--- src/rtl/counter_move_scheduler.sv ---
// -----------------------------------------------------------------------------
// counter_move_scheduler
//
// Arbitrated move controller for a WIDTH-bit up/down ring counter. Two
// requesters each submit a target position. One request is accepted at a time,
// round-robin between the two. The shortest direction around the ring is
// chosen, and the block issues paced single-step commands until the tracked
// position reaches the target. A one-cycle done pulse then goes to the owner.
//
// Parameters
//   WIDTH     position width; the ring has 2**WIDTH positions
//   HOLD      idle cycles between consecutive steps (1..255)
//
// Ports
//   clk       clock
//   reset     synchronous, active-high reset
//   req[1:0]  per-requester request level, held until the matching gnt bit
//   tgt0      target of requester 0, stable while req[0]=1
//   tgt1      target of requester 1, stable while req[1]=1
//   gnt[1:0]  one-hot acceptance pulse (first cycle after acceptance)
//   done[1:0] one-hot completion pulse to the owning requester
//   busy      high whenever the controller is not idle
//   cnt_step  one-cycle advance command to the counter
//   cnt_dir   0 = up (+1), 1 = down (-1); qualified by cnt_step
//   pos       tracked counter position
// -----------------------------------------------------------------------------
module counter_move_scheduler #(
  parameter int WIDTH = 2,
  parameter int HOLD  = 2
) (
  input  logic             clk,
  input  logic             reset,
  input  logic [1:0]       req,
  input  logic [WIDTH-1:0] tgt0,
  input  logic [WIDTH-1:0] tgt1,
  output logic [1:0]       gnt,
  output logic [1:0]       done,
  output logic             busy,
  output logic             cnt_step,
  output logic             cnt_dir,
  output logic [WIDTH-1:0] pos
);

  typedef enum logic [1:0] {
    IDLE = 2'd0,
    MOVE = 2'd1,
    WAIT = 2'd2,
    DONE = 2'd3
  } state_t;

  // Half the ring: a distance of exactly this much is a tie and goes up.
  localparam logic [WIDTH-1:0] HALF      = WIDTH'(1 << (WIDTH - 1));
  // WAIT is left when the counter reaches zero, so HOLD-1 gives HOLD cycles.
  localparam logic [7:0]       HOLD_LOAD = 8'(HOLD - 1);

  state_t           state_q, state_d;
  logic [WIDTH-1:0] pos_q;
  logic [WIDTH-1:0] tgt_q;
  logic             id_q;
  logic             dir_q;
  logic             last_q;      // requester accepted most recently
  logic             first_q;     // first cycle after an acceptance
  logic [7:0]       hold_q;

  logic             win_id;
  logic [WIDTH-1:0] win_tgt;
  logic [WIDTH-1:0] win_diff;
  logic             win_dir;
  logic [WIDTH-1:0] pos_step;

  // NOTE: every signal driven here gets a default first, so no path through
  // the block can leave a value unassigned and infer a latch.
  always_comb begin
    // On a contest the requester not served last wins; otherwise the only
    // active requester wins.
    win_id   = (req == 2'b11) ? ~last_q : req[1];
    win_tgt  = win_id ? tgt1 : tgt0;
    // Modular distance going up; beyond half the ring, going down is shorter.
    win_diff = win_tgt - pos_q;
    win_dir  = (win_diff > HALF);
    // Natural WIDTH-bit wrap gives the ring behaviour (max+1=0, 0-1=max).
    pos_step = dir_q ? (pos_q - WIDTH'(1)) : (pos_q + WIDTH'(1));

    state_d = state_q;
    unique case (state_q)
      IDLE: if (|req)            state_d = (win_tgt == pos_q) ? DONE : MOVE;
      MOVE:                      state_d = (pos_step == tgt_q) ? DONE : WAIT;
      WAIT: if (hold_q == 8'd0)  state_d = MOVE;
      DONE:                      state_d = IDLE;
      default:                   state_d = IDLE;
    endcase
  end

  // NOTE: sequential state uses non-blocking assignments only, so every
  // register samples the pre-edge values of the others.
  always_ff @(posedge clk) begin
    // NOTE: reset is synchronous; it takes effect only on a clock edge and
    // covers every register, so a mid-move reset never leaves a partial step.
    if (reset) begin
      state_q <= IDLE;
      pos_q   <= '0;
      tgt_q   <= '0;
      id_q    <= 1'b0;
      dir_q   <= 1'b0;
      last_q  <= 1'b1;
      first_q <= 1'b0;
      hold_q  <= '0;
    end else begin
      state_q <= state_d;
      first_q <= (state_q == IDLE) && (|req);
      unique case (state_q)
        IDLE: begin
          if (|req) begin
            tgt_q  <= win_tgt;
            id_q   <= win_id;
            dir_q  <= win_dir;
            last_q <= win_id;
          end
        end
        MOVE: begin
          pos_q  <= pos_step;
          hold_q <= HOLD_LOAD;
        end
        WAIT: begin
          if (hold_q != 8'd0) hold_q <= hold_q - 8'd1;
        end
        default: ;
      endcase
    end
  end

  // Outputs decoded from registered state only.
  assign busy     = (state_q != IDLE);
  assign cnt_step = (state_q == MOVE);
  assign cnt_dir  = dir_q;
  assign pos      = pos_q;
  assign gnt      = first_q ? (id_q ? 2'b10 : 2'b01) : 2'b00;
  assign done     = (state_q == DONE) ? (id_q ? 2'b10 : 2'b01) : 2'b00;

endmodule
--- config.mk ---
export PLATFORM = sky130hd
export DESIGN_NAME = counter_move_scheduler
export DESIGN_NICKNAME = d
export VERILOG_FILES = /design/src/rtl/counter_move_scheduler.sv
export SDC_FILE = /design/constraint.sdc
export NUM_CORES = 1
export LEC_CHECK = 0
export CORE_AREA = 2 2 58 60
export CTS_BUF_LIST = sky130_fd_sc_hd__clkbuf_2
export DETAILED_ROUTE_END_ITERATION = 6
export DIE_AREA = 0 0 60 62
export PLACE_DENSITY = 0.56
export SYNTH_ARGS = -nofsm -noshare
export SYNTH_HDL_FRONTEND = slang
export SYNTH_SLANG_ARGS = --single-unit
--- constraint.sdc ---
create_clock -name clk -period 2.7 [get_ports clk]
set_clock_uncertainty 0.05 [all_clocks]
set_input_delay 0.54 -clock clk [delete_from_list [all_inputs] [get_ports clk]]
set_output_delay 0.54 -clock clk [all_outputs]
set_load 0.05 [all_outputs]
# Word-level counts from Yosys, hierarchy flattened
# Index checks and enable logic that the tools add are counted.
# Widths: inputs -> output; s select.
totals:
  register_bits: 18
  wordCells: 46
  output_inout_bits: 9
classes:
  n_bitwise: 1
  mux: 13
  n_eq_ne: 9
  reduce_logical: 10
  magnitude_cmp: 1
  addsub: 4
ops:
  columns: ["operator", "count"]
  rows:
  - ["$mux 2", 8]
  - ["$pmux 8 s2", 1]
  - ["$logic_not 8->1", 1]
  - ["$mux 8", 1]
  - ["$pmux 2 s4", 1]
  - ["$reduce_bool 8->1", 1]
  - ["$sub 8x1->8 const B", 1]
  - ["$eq 2x2->1 const B", 3]
  - ["$ne 2x2->1 const B", 3]
  - ["$reduce_and 2->1", 3]
  - ["$eq 2x2->1", 2]
  - ["$reduce_bool 2->1", 2]
  - ["$add 2x1->2 const B", 1]
  - ["$eq 2x1->1 const B", 1]
  - ["$gt 2x2->1 const B", 1]
  - ["$logic_not 2->1", 1]
  - ["$mux 1", 2]
  - ["$reduce_or 2->1", 1]
  - ["$sub 2x1->2 const B", 1]
  - ["$sub 2x2->2", 1]
  - ["$logic_and 1x1->1", 1]
  - ["$not 1->1", 1]

# Longest topological paths before layout
logic_depth:
  ltp_word: 7
  mapped_depth: 6
  mapped_depth_nobuf: 6

# Worst setup path before layout
# No wires, ideal clock.
synth_path:
  path_kind: "input -> register"
  startpoint: "input req[1]"
  endpoint: "register dir_q, in the netlist cnt_dir"
  path_stages: 5
  t_arrival_ps: 1943
  setup_time_ps: 106
  path_slack_ps: 601
  cell_sequence: "a21boi_1 mux2i_1 ha_1 or3_1 o311ai_0"
synth_via:
  elab_chain_cells: 5
synth_lines:
  columns: ["element", "line", "rtl"]
  rows:
  - ["start, declared", "33", "input logic [1:0] req,"]
  - ["$eq 2x2->1", "76", "win_id = (req == 2'b11) ? ~last_q : req[1];"]
  - ["$mux 1", "76", null]
  - ["$mux 2", "77", "win_tgt = win_id ? tgt1 : tgt0;"]
  - ["$sub 2x2->2", "79", "win_diff = win_tgt - pos_q;"]
  - ["$gt 2x2->1", "80", "win_dir = (win_diff > HALF);"]
  - ["end signal, assigned", "116", "dir_q <= win_dir;"]
  - ["end, declared", "60", "logic dir_q;"]
# Parallel ways exist; a longest one is shown, timed or not.
# A chain may end at the register's enable or synchronous reset.

# Worst setup path in the final report
layout_path:
  startpoint: "register state_q[0]"
  endpoint: "output busy"
layout_via:
  elab_chain_cells: 1
layout_lines:
  columns: ["element", "line", "rtl"]
  rows:
  - ["start, declared", "56", "state_t state_q, state_d;"]
  - ["start signal, assigned", "109", "state_q <= state_d;"]
  - ["$reduce_bool 2->1", "133", "assign busy = (state_q != IDLE);"]
  - ["end, declared", "38", "output logic busy,"]
# No other way between the ends.

==> flow_summary.ini <==
[placement]
port-buffer-count = 16
dp_cells = 183
dp_hpwl_mm = 1.69
gp_congestion = 0.659

[logic_synthesis]
synth_compound_area_share_pct = 20.3
async_flop_share_pct = 0
synth_xor_area_share_pct = 5.21
synth_top_cell_area_share_pct = 35.7
syn_inst = 120
ys_seq_area_share_pct = 35.7
avgSynthCellArea_um2 = 8.40
synth_top_cell_by_area = dfxtp_1
synthFlopType = dfxtp_1
synth_top_family_by_area = simple AND/OR/NAND/NOR gates
ys_warn_count = 0
syn_nets = 130
synth.area.mux_share_pct = 2.98
synth_edf_count = 0
synth_area_mm2 = 0.00101
ys_seq_elements = 18
synth_cell_types = 45
synth-simple-area-share_pct = 29.4
synth_fa_ha_area_share_pct = 2.48
synth.area.top_cells = dfxtp_1 36%, nor2_1 5.6%, nor2b_1 4.3%, xnor2_1 4.3%, mux2i_1 3.0%

[sta]
hold_violations = 0
setup_viol = 0
maxSlewViolCount = 0
setup_tns_ns = 0
slew_headroom_pct = 63.0
max_freq_mhz = 399
timing.final.crit_share_pct = 92.9
worstMarginPinSlew_ns = 0.552
fin_crit_ns = 2.51
rsz0062_at_grt = false

[pwr]
switching_share_pct = 45.1
p_comb_share_pct = 51.9
leakagePower_uw = 0.000458
p_clk_share_pct = 10.4
p_int_uw = 584
irDropWorstVdd_uv = 374
power_switching_uw = 481
p_per_area_mw_per_mm2 = 844
seqPwrFrac_pct = 37.7

[global_routing]
grt_util_met2_pct = 23.1
grt-ovfl-total = 0
antenna_found_initial = 0
grt_pass1_vias = 823
grt_use_met3_pct = 4.35
grt_max_degree = 23
track_usage_pct = 13.2
grt_use_met1_pct = 16.1
top_usage_layer = met2
grt_pass1_wl_mm = 3.68

[critical_path]
path_class = reg -> out
cp_max_fo = 9
crit_buf_inv = 2
reg2reg_slack_ns = 0.74
crit_path_start_kind = flop
slowest_stage = clkdlybuf4s50_1
critPathTopFamily = buffers and inverters
crit_path_end_kind = output port
crit_required_ns = 2.11
rr_startpoint = hold_q[3]
rr_worst_depth = 4
cp.arrival_ns = 1.92
crit_chain = nor2_1, inv_1, clkdlybuf4s50_1
reg2reg_to = state_q[0]
cp_slowest_stage_delay_ns = 0.81

[detailed_routing]
routedWlPerCell_um = 11.7
drt_first_pass_iters = 4
antenna_left = 0
dr.first_iter.drc_count = 37
drcViolationCount = 0
vias = 928
routed_wl_mm = 2.18
drt-vias-per-instance = 4.99

[final_layout]
fillers = 330
syn_to_final_growth_pct = 25.2
diodes = 0
drive_above_1_share_pct = 10.0
nets = 152
layout_commonest_cell = dfxtp_1
layout_common_cells = 18 x dfxtp_1, 16 x clkdlybuf4s50_1, 15 x nor2_1
post_layout_nonfiller_instances = 186

[worst_hold_path]
min_path_type = reg -> reg
whs_endpoint = hold_q[1]
min-delay-start = hold_q[1]
hold_path_depth = 2

[status]
outcome = complete, no violations

[floorplanning]
initial_core_util_pct = 31.7
die_h_um = 62
fp.dieArea_mm2 = 0.00372
die_x_um = 60
coreArea_mm2 = 0.00318
fp-row-count = 21
ios = 17

[clock_network]
cts_resized = 0
postCtsSetupBuffers = 0
cts_tree = built
cts_buffer_depth = 2
ctsHtreeMaxLevel = 1
cts_buffers = 3
clkSlewWorstSetupHoldPaths_ns = 0.17
worstSkewPairLatency_ns = 0.30
cts_hold_buf = 0
root_buffer = clkbuf_2
tritoncts_num_sinks = 18

[run]
maxCapViolations = 0
==> worst reg2reg max path, delay by kind of cell (launching register included) <==
family,cells,cell delay (ns)
simple gates,2,0.96
flops,1,0.39
compound gates,2,0.51
==> logic make-up (layout without fill, tap and decap cells) <==
group,after synthesis,count (layout)
AOI/OAI and AO/OA,27,27
adders and majority gates,2,2
DFF,18,18
muxes,3,3
xor gates and xnor gates,6,6
buffers and inverters,10,30
and+or+nand+nor,54,54
==> final cells by class <==
class | count | area, um2 | share of cell area (%)
Multi-Input combinational cell | 92 | 609 | 48.3
Sequential cell | 18 | 360 | 28.5
Timing Repair Buffer | 21 | 198 | 15.7
Tap cell | 46 | 57.6 | 4.56
Inverter | 6 | 22.5 | 1.78
Clock buffer | 3 | 15.0 | 1.19
==> synthesized netlist by cell type, types with 2 or more instances <==
cell type,number
dfxtp_1,18
nor3b_1,2
a21oi_1,2
nor3_1,4
mux2i_1,3
and2_1,2
a211o_1,2
o21ai_0,3
nor2b_1,7
or3_1,3
o211ai_1,2
nand3_1,3
nor2_1,15
inv_1,5
ha_1,2
nand2_1,5
nand2b_1,4
a211oi_1,4
a31oi_1,2
or3_2,2
clkbuf_1,2
xnor2_1,5
==> layer usage <==
metal	share of wire, %	routed length [um]	up-vias
met5	0	0	-
met4	0.28	6	0
met3	2.9	63	2
met2	48	1040	14
met1	49	1060	432
li1	-	-	480
==> worst max-delay path by stage <==
stage               startpoint  endpoint  cells after the start
finish              state_q[0]      busy                      3
global route        state_q[0]      busy                      3
CTS                 state_q[0]      busy                      3
detailed placement      req[1]   cnt_dir                      6
global placement        req[1]   cnt_dir                      6
floorplan               req[1]   cnt_dir                      5
==> state kept, by name, indices dropped and copies added, names as in the netlist <==
| name | flops |
|---|---|
| hold_q | 8 |
| first_q | 1 |
| pos | 2 |
| cnt_dir | 1 |
| tgt_q | 2 |
| state_q | 2 |
| id_q | 1 |
| last_q | 1 |
==> power by group through the flow <==
stage | clock network [uW] | registers (uW) | logic, uW
2_1_floorplan | 0 | 417 | 385
3_3_place_gp | 0 | 404 | 546
3_5_place_dp | 0 | 406 | 557
4_1_cts | 119 | 401 | 559
5_1_grt | 131 | 413 | 605
6_report | 111 | 401 | 553
==> stage by stage <==
| step | hold slack [ns] | setup slack, ns | util (%) | cell area [um2] | power (uW) |
|---|---|---|---|---|---|
| final | 0.447 | 0.191 | 39.7 | 1260 | 1070 |
| after global routing | 0.481 | 0.0549 | 39.7 | 1260 | 1150 |
| after CTS | 0.452 | 0.172 | 39.7 | 1260 | 1080 |
| after detailed placement | 0.431 | 0.0610 | 39.2 | 1250 | 964 |
| after global placement | 0.423 | 0.152 | 39.2 | 1250 | 950 |
| after floorplan | 0.407 | 0.601 | - | 1010 | 802 |
Power figures use the tool's default switching activity.
